[config.mk]
export PLATFORM = sky130hd
export DESIGN_NAME = l1_refill_ctrl
export DESIGN_NICKNAME = d
export VERILOG_FILES = /design/src/rtl/rvs192_cache_pkg.sv /design/src/rtl/l1_refill_ctrl.sv
export SDC_FILE = /design/constraint.sdc
export NUM_CORES = 1
export LEC_CHECK = 0
export CAP_MARGIN = 25
export CELL_PAD_IN_SITES_DETAIL_PLACEMENT = 0
export CELL_PAD_IN_SITES_GLOBAL_PLACEMENT = 2
export CORE_UTILIZATION = 19
export CTS_CLUSTER_SIZE = 25
export DETAILED_ROUTE_END_ITERATION = 6
export PLACE_DENSITY = 0.86
export SKIP_CTS_REPAIR_TIMING = 1
export SYNTH_ARGS = -nofsm -noshare
export SYNTH_HDL_FRONTEND = slang
export SYNTH_SLANG_ARGS = --single-unit
[constraint.sdc]
create_clock -name clk -period 2.2 [get_ports clk]
set_input_delay 0.33 -clock clk [delete_from_list [all_inputs] [get_ports clk]]
set_output_delay 0.33 -clock clk [all_outputs]
set_load 0.05 [all_outputs]
[src/rtl/rvs192_cache_pkg.sv]
// Shared L1 cache definitions: miss-handler state encoding, address-field widths, field extraction.
// Latency: n/a (types and constant functions only).
// Backpressure: n/a.
package rvs192_cache_pkg;

    typedef enum logic [2:0] {
        IDLE,
        REQ,
        FILL,
        COMMIT,
        FLUSH
    } refill_state_t;

    // Field widths for a byte address split as {tag, index, word, byte[1:0]}.
    function automatic int calc_off_w(input int beats);
        return $clog2(beats);
    endfunction

    function automatic int calc_idx_w(input int lines);
        return $clog2(lines);
    endfunction

    function automatic int calc_tag_w(input int addr_w, input int lines, input int beats);
        return addr_w - $clog2(lines) - $clog2(beats) - 2;
    endfunction

    // Extractors return a wide value; callers size-cast down to the field width.
    function automatic logic [63:0] addr_index(input logic [63:0] addr, input int idx_w, input int off_w);
        return (addr >> (off_w + 2)) & ((64'd1 << idx_w) - 64'd1);
    endfunction

    function automatic logic [63:0] addr_tag(input logic [63:0] addr, input int idx_w, input int off_w);
        return addr >> (idx_w + off_w + 2);
    endfunction

endpackage

[src/rtl/l1_refill_ctrl.sv]
// L1 miss handler: invalidates the victim, fetches a line from L2 into the data array, writes tag then sets valid; also walks a full flush.
// Latency: victim clear same cycle as the miss; valid set 1 + ack wait + BEATS beats + 1 cycles later; flush takes CACHE_LINE cycles plus the done pulse.
// Backpressure: holds the pipeline via stall; mem_req/mem_addr held until mem_ack; fill beats advance only on mem_rvalid.
//
// Ports:
//   clk, rst_n                 clock, async active-low reset
//   cpu_req, cpu_addr          lookup valid and byte address
//   hit_valid, tag_match       valid-array bit and tag comparator result for the lookup
//   stall                      pipeline hold
//   valid_read_index           index field of cpu_addr (combinational)
//   valid_write_index, valid_set, valid_clear   valid-array write side
//   flush_req, flush_done      invalidate-all request (level) and completion pulse
//   mem_req, mem_addr, mem_ack L2 line request handshake
//   mem_rvalid, mem_rdata      L2 read beats
//   fill_we, fill_index, fill_word, fill_data   data-array word write
//   tag_we, tag_data           tag-array write
module l1_refill_ctrl
    import rvs192_cache_pkg::*;
#(
    parameter  int CACHE_LINE = 128,
    parameter  int BEATS      = 4,
    parameter  int ADDR_W     = 32,
    localparam int IDX_W      = calc_idx_w(CACHE_LINE),
    localparam int OFF_W      = calc_off_w(BEATS),
    localparam int TAG_W      = calc_tag_w(ADDR_W, CACHE_LINE, BEATS)
) (
    input  logic              clk,
    input  logic              rst_n,
    input  logic              cpu_req,
    input  logic [ADDR_W-1:0] cpu_addr,
    input  logic              hit_valid,
    input  logic              tag_match,
    output logic              stall,
    output logic [IDX_W-1:0]  valid_read_index,
    output logic [IDX_W-1:0]  valid_write_index,
    output logic              valid_set,
    output logic              valid_clear,
    input  logic              flush_req,
    output logic              flush_done,
    output logic              mem_req,
    output logic [ADDR_W-1:0] mem_addr,
    input  logic              mem_ack,
    input  logic              mem_rvalid,
    input  logic [31:0]       mem_rdata,
    output logic              fill_we,
    output logic [IDX_W-1:0]  fill_index,
    output logic [OFF_W-1:0]  fill_word,
    output logic [31:0]       fill_data,
    output logic              tag_we,
    output logic [TAG_W-1:0]  tag_data
);

    refill_state_t    state;
    logic [IDX_W-1:0] cnt;          // beat counter during FILL, index walker during FLUSH
    logic [IDX_W-1:0] lat_idx;
    logic [TAG_W-1:0] lat_tag;
    logic             flush_pending;
    logic             done_q;

    logic [IDX_W-1:0] cur_idx;
    logic [TAG_W-1:0] cur_tag;
    logic             miss;
    logic             flush_any;
    logic             idle_miss;

    assign cur_idx          = IDX_W'(addr_index(64'(cpu_addr), IDX_W, OFF_W));
    assign cur_tag          = TAG_W'(addr_tag(64'(cpu_addr), IDX_W, OFF_W));
    assign valid_read_index = cur_idx;

    assign miss      = cpu_req & ~(hit_valid & tag_match);
    assign flush_any = flush_req | flush_pending;
    // Flush wins over a miss in IDLE, so the victim clear is suppressed then.
    // Gated by rst_n so the outputs are quiet while reset is held.
    assign idle_miss = rst_n & (state == IDLE) & miss & ~flush_any;

    assign stall      = rst_n & ((state != IDLE) | miss | flush_any);
    assign flush_done = done_q;

    always_comb begin
        valid_write_index = '0;
        valid_set         = 1'b0;
        valid_clear       = 1'b0;
        mem_req           = 1'b0;
        mem_addr          = '0;
        fill_we           = 1'b0;
        fill_index        = '0;
        fill_word         = '0;
        fill_data         = '0;
        tag_we            = 1'b0;
        tag_data          = '0;
        case (state)
            IDLE: begin
                if (idle_miss) begin
                    valid_clear       = 1'b1;
                    valid_write_index = cur_idx;
                end
            end
            REQ: begin
                mem_req  = 1'b1;
                mem_addr = {lat_tag, lat_idx, {(OFF_W + 2){1'b0}}};
            end
            FILL: begin
                if (mem_rvalid) begin
                    fill_we    = 1'b1;
                    fill_index = lat_idx;
                    fill_word  = cnt[OFF_W-1:0];
                    fill_data  = mem_rdata;
                end
            end
            COMMIT: begin
                // Tag and valid land together, after every data word is written.
                tag_we            = 1'b1;
                tag_data          = lat_tag;
                valid_set         = 1'b1;
                valid_write_index = lat_idx;
            end
            FLUSH: begin
                valid_clear       = 1'b1;
                valid_write_index = cnt;
            end
            default: ;
        endcase
    end

    always_ff @(posedge clk or negedge rst_n) begin
        if (!rst_n) begin
            state         <= IDLE;
            cnt           <= '0;
            lat_idx       <= '0;
            lat_tag       <= '0;
            flush_pending <= 1'b0;
            done_q        <= 1'b0;
        end else begin
            done_q <= 1'b0;
            case (state)
                IDLE: begin
                    if (flush_any) begin
                        state <= FLUSH;
                        cnt   <= '0;
                    end else if (miss) begin
                        lat_idx <= cur_idx;
                        lat_tag <= cur_tag;
                        state   <= REQ;
                    end
                end
                REQ: begin
                    if (flush_req) flush_pending <= 1'b1;
                    if (mem_ack) begin
                        state <= FILL;
                        cnt   <= '0;
                    end
                end
                FILL: begin
                    if (flush_req) flush_pending <= 1'b1;
                    if (mem_rvalid) begin
                        cnt <= cnt + 1'b1;
                        if (cnt[OFF_W-1:0] == OFF_W'(BEATS - 1)) state <= COMMIT;
                    end
                end
                COMMIT: begin
                    if (flush_req) flush_pending <= 1'b1;
                    state <= IDLE;
                end
                FLUSH: begin
                    // A held flush_req here belongs to the flush already running.
                    if (cnt == IDX_W'(CACHE_LINE - 1)) begin
                        state         <= IDLE;
                        cnt           <= '0;
                        flush_pending <= 1'b0;
                        done_q        <= 1'b1;
                    end else begin
                        cnt <= cnt + 1'b1;
                    end
                end
                default: state <= IDLE;
            endcase
        end
    end

endmodule

Yosys cells after proc, flatten, opt, wreduce, memory -nomap -nowiden
Cells that the tools add are included.
Cells by class
  eq/ne operators: 13
  mux-type cells: 33
  bitwise operators: 11
  reduce and logical (&&, ||, !) cells: 9
  add/sub/neg operators: 1
Operators by type and width (number)
  32-bit two-way mux: 3
  7-bit two-way mux: 7
  7-bit one-hot mux with 4 select lines: 1
  21-bit two-way mux: 1
  7-bit one-hot mux with 3 select lines: 1
  3-bit two-way mux: 6
  3-bit one-hot mux with 4 select lines: 1
  2-bit inequality test, second input constant: 5
  1-bit two-way mux: 9
  7-bit by 1-bit adder with 7-bit output, second input constant: 1
  7-bit equality test, second input constant: 1
  1-bit AND: 6
  3-bit by 2-bit equality test with 1-bit output, second input constant: 2
  3-bit AND reduction: 2
  5-bit AND reduction: 1
  2-bit two-way mux: 2
  1-bit one-hot mux with 2 select lines: 2
  4-bit AND reduction: 1
  4-bit nonzero test: 1
  3-bit by 1-bit equality test with 1-bit output, second input constant: 1
  3-bit equality test, second input constant: 1
  3-bit zero test: 1
  3-bit inequality test, second input constant: 1
  1-bit OR: 3
  other kinds (6): 7
Word-level totals
  input bits: 72
  register bits after elaboration: 40
  logic and storage cells: 73
  output and inout bits: 115

Depth between registers and ports, before layout
  depth in word-level cells: 7
  gate-level depth with buffers: 7
  depth with buffers taken out: 5

Least setup slack after synthesis
Ideal clock, no wire load.
  path type: register to output
  start: reg state[1]
  end: out valid_clear
  cell stages (with the launch flop): 8
  slack: -0.505 ns
  required time: 1.870 ns
  buffers on the path: 3
  arrival: 2.375 ns
  path through: dfrtp_1 > buf_2 > nor2_2 > and3_1 > buf_4 > buf_6 > a21oi_1 > nor3_1
On the way
  cells in the longest elaborated chain, start to end: 6
  elaborated cells on any way between the ends: 7
  those cells by class: eq/ne: 1; mux: 2; bitwise: 3; reduce/logical: 1
Ends and longest elaborated chain
  from (decl): RTL line l1_refill_ctrl.sv:53  | refill_state_t state;
  from (signal assigned): RTL line l1_refill_ctrl.sv:127  | state <= IDLE;
  from (signal assigned): RTL line l1_refill_ctrl.sv:138  | state <= FLUSH;
  from (signal assigned): RTL line l1_refill_ctrl.sv:143  | state <= REQ;
  3-bit zero test: RTL line l1_refill_ctrl.sv:74, l1_refill_ctrl.sv:91
  1-bit AND (3 in series): RTL line l1_refill_ctrl.sv:74  | assign idle_miss = rst_n & (state == IDLE) & miss & ~flush_any;
  1-bit two-way mux: RTL line l1_refill_ctrl.sv:93  | if (idle_miss) begin
  1-bit one-hot mux with 2 select lines (*): RTL line l1_refill_ctrl.sv:91  | case (state)
  to (decl): RTL line l1_refill_ctrl.sv:37  | output logic valid_clear,
Mark *: on every way between the ends. The rest lies on a longest branch, timed or not.

Worst setup path after layout
  start: reg state[2]
  end: out fill_index[4]
On the way
  cells in the longest elaborated chain, start to end: 2
Ends and longest elaborated chain
  3-bit by 2-bit equality test with 1-bit output: RTL line l1_refill_ctrl.sv:91
  7-bit two-way mux: RTL line l1_refill_ctrl.sv:91
  to (decl): RTL line l1_refill_ctrl.sv:46  | output logic [IDX_W-1:0] fill_index,
No other way between the ends.

==> flow_summary.yaml <==
status:
  status: "finished, violations left"
  violations: "hold timing, setup timing"
logic_synthesis:
  synth_simple_gate_area_share: 0.3145
  synth_area_um2: 2638
  muxShareOfSynthArea: 0.1238
  ys.flop_type: "dfrtp_1"
  async_flop_share: 1.000
  ys_seq_elements: 40
  synthAdderAreaFrac: 0.004744
  synth_edf_count: 0
  synth_top_family_by_area: "simple AND/OR/NAND/NOR gates"
  synth-compound-area-share: 0.09203
  synth.yosys.warnings: 0
  syn_area_per_cell_um2: 9.626
  syn_inst: 274
  synth_xor_xnor_area_share: 0.003321
  synth.distinct_cells: 46
  yosysSeqAreaShare: 0.3795
place:
  gp_congestion: 0.8062
  preCtsSetupSlack_ns: -0.005801
  io_buffers: 178
  place_inst: 619
  dp_hpwl_um: 7494
  dpl_cell_area_um2: 5647
floorplanning:
  dieHeight_um: 119.8
  initial_utilization: 0.1968
  die_area_um2: 14360
  ios: 187
  core_um2: 13400
  rows: 42
  fp.dieW_um: 119.8
routing:
  top_layer: "met4"
  vias_per_cell: 4.179
  vias: 2683
  ant_nets: 0
  drt_iter0_markers: 93
  wl_per_cell_um: 15.41
  dr_wl_met2_um: 5363
  met1_length_um: 4000
  dr.pass1.iters: 4
  drc: 0
  wirelength_um: 9894
  wl_met3_um: 490
layout:
  drive_above_1_share: 0.4356
  diodes: 0
  area_growth_pct: 131.5
  fin_nets: 538
  n_fill_cell: 1222
  fin_area_um2: 6106
  fin_cells: 642
  post-route-util: 0.4556
pwr:
  leakage_nw: 2.712
  p_per_area_nw_per_um2: 501.3
  power_mw: 3.061
  peakVddDrop_mv: 0.5381
sta:
  clock_skew_ns: 0.004440
  period_share: 1.005
  slew_viol_final: 0
  fmax_mhz: 452.1
  tightest_slew_ns: 0.5376
  setup_violations: 18
  fin_tns_setup_ns: -0.1130
  period_minus_slack_ns: 2.212
  holdWs_ns: -0.001543
  timing.final.hold_violations: 2
  rsz0062_at_grt: "yes"
  max_slew_margin: 0.6397
  finalWorstSetupSlack_ns: -0.01194
clocking:
  clk_path_buf_depth: 2
  cts_buffers: 5
  cts.sinks: 40
  cts_root_buffer: "clkbuf_16"
  htreeDepth: 2
  path_clk_slew_ns: 0.06
  insertion_delay_ns: 0.27
  cts_tree: "done"
global_route:
  antenna_found_initial: 0
  track_usage: 0.1265
  grt_pass1_wl_um: 14230
  grt_max_degree: 45
  grt.overflow.total: 0
  grt_pass1_vias: 2625
job:
  maxCapViolCount: 0
worst_setup_path:
  setup.worst_path.start_class: "register"
  critPathArrivalTime_ns: 1.88
  r2r_setup_slack_ns: 0.09
  required_ns: 1.87
  crit_type: "register to primary output"
  endpoint_kind: "primary output"
  crit_path_max_fanout: 6
hold_path:
  hold_class: "primary input to async pin"
-- cells by family (layout without fill, tap and decap cells) --
| group | Yosys count | count (layout) |
|---|---|---|
| flip-flops | 40 | 40 |
| XOR/XNOR | 1 | 1 |
| adder cells (fa/ha/maj) | 1 | 1 |
| AND/OR/NAND/NOR | 136 | 136 |
| multiplexers | 29 | 29 |
| buffers and inverters | 35 | 224 |
| AO/OA/AOI/OAI | 31 | 31 |
| other | 1 | 4 |
-- placed cells by master (no fill, tap or decap), types with 3 or more instances in the layout --
master           count
buf_12             105
clkdlybuf4s50_1     67
and2_1              61
dfrtp_1             37
buf_4               33
and2_4              30
mux2_1              28
nand2_1             10
nand3_1              8
a22oi_1              7
clkbuf_16            7
o21ai_0              5
buf_6                5
nor3_1               4
conb_1               4
a21oi_1              3
nor2_1               3
and3_1               3
a22o_1               3
dfrtp_2              3
-- worst max-delay path, cell delays in order (launching register included) --
cell and delay [ns]:
dfrtp_2 0.45, buf_6 0.15, nor4bb_4 0.37, buf_6 0.20, clkbuf_16 0.15, and2_4 0.15
buf_12 0.13
-- layer usage --
metal	up-vias	global-route usage
met2	84	0.2290
met3	2	0.02709
li1	1294	-
met5	-	0
met1	1303	0.1545
met4	0	0.02109
-- Yosys cell counts, drive strengths merged (2+ instances only) --
cell type	number	area (um2)
mux2	29	326.6
clkbuf	10	37.54
a22o	3	26.28
inv	3	11.26
and2	91	569.3
nor2	4	17.52
nor3	7	45.04
buf	22	163.9
nand2b	2	12.51
a22oi	7	52.55
o31ai	2	15.01
and3	5	31.28
dfrtp	40	1001
a21oi	3	15.01
o21ai	5	25.02
nand3	8	40.04
nand2	10	37.54
-- power breakdown --
| group | switching [mW] | internal [mW] | total (mW) |
|---|---|---|---|
| Combinational | 0.693 | 0.655 | 1.35 |
| Sequential | 0.0741 | 0.786 | 0.860 |
| Clock | 0.285 | 0.568 | 0.853 |
-- flip-flops by register name, indices dropped and copies added, names as in the netlist --
signal,count
flush_done,1
flush_pending,1
lat_tag,21
lat_idx,7
state,3
cnt,7
-- layout make-up --
cell class | instances | area [um2] | share of cell area
timing repair buffer | 213 | 3132 | 0.5129
multi-input combinational | 202 | 1560 | 0.2555
inverter | 3 | 11.26 | 0.001844
tap | 176 | 220.2 | 0.03607
clock inverter | 2 | 38.79 | 0.006352
clock buffer | 6 | 138.9 | 0.02275
sequential | 40 | 1005 | 0.1645
-- worst paths after layout --
check | from | to | cells past startpoint
setup / recovery | state[2] | fill_index[4] | 6
hold / removal | rst_n | lat_tag[12] | 1
min in group clk | lat_tag[10] | lat_tag[10] | 1
max in group asynchronous | rst_n | state[2] | 2
setup reg to reg | state[2] | cnt[2] | 8
hold reg to reg | lat_tag[10] | lat_tag[10] | 1
(Power assumes the default switching activity.)
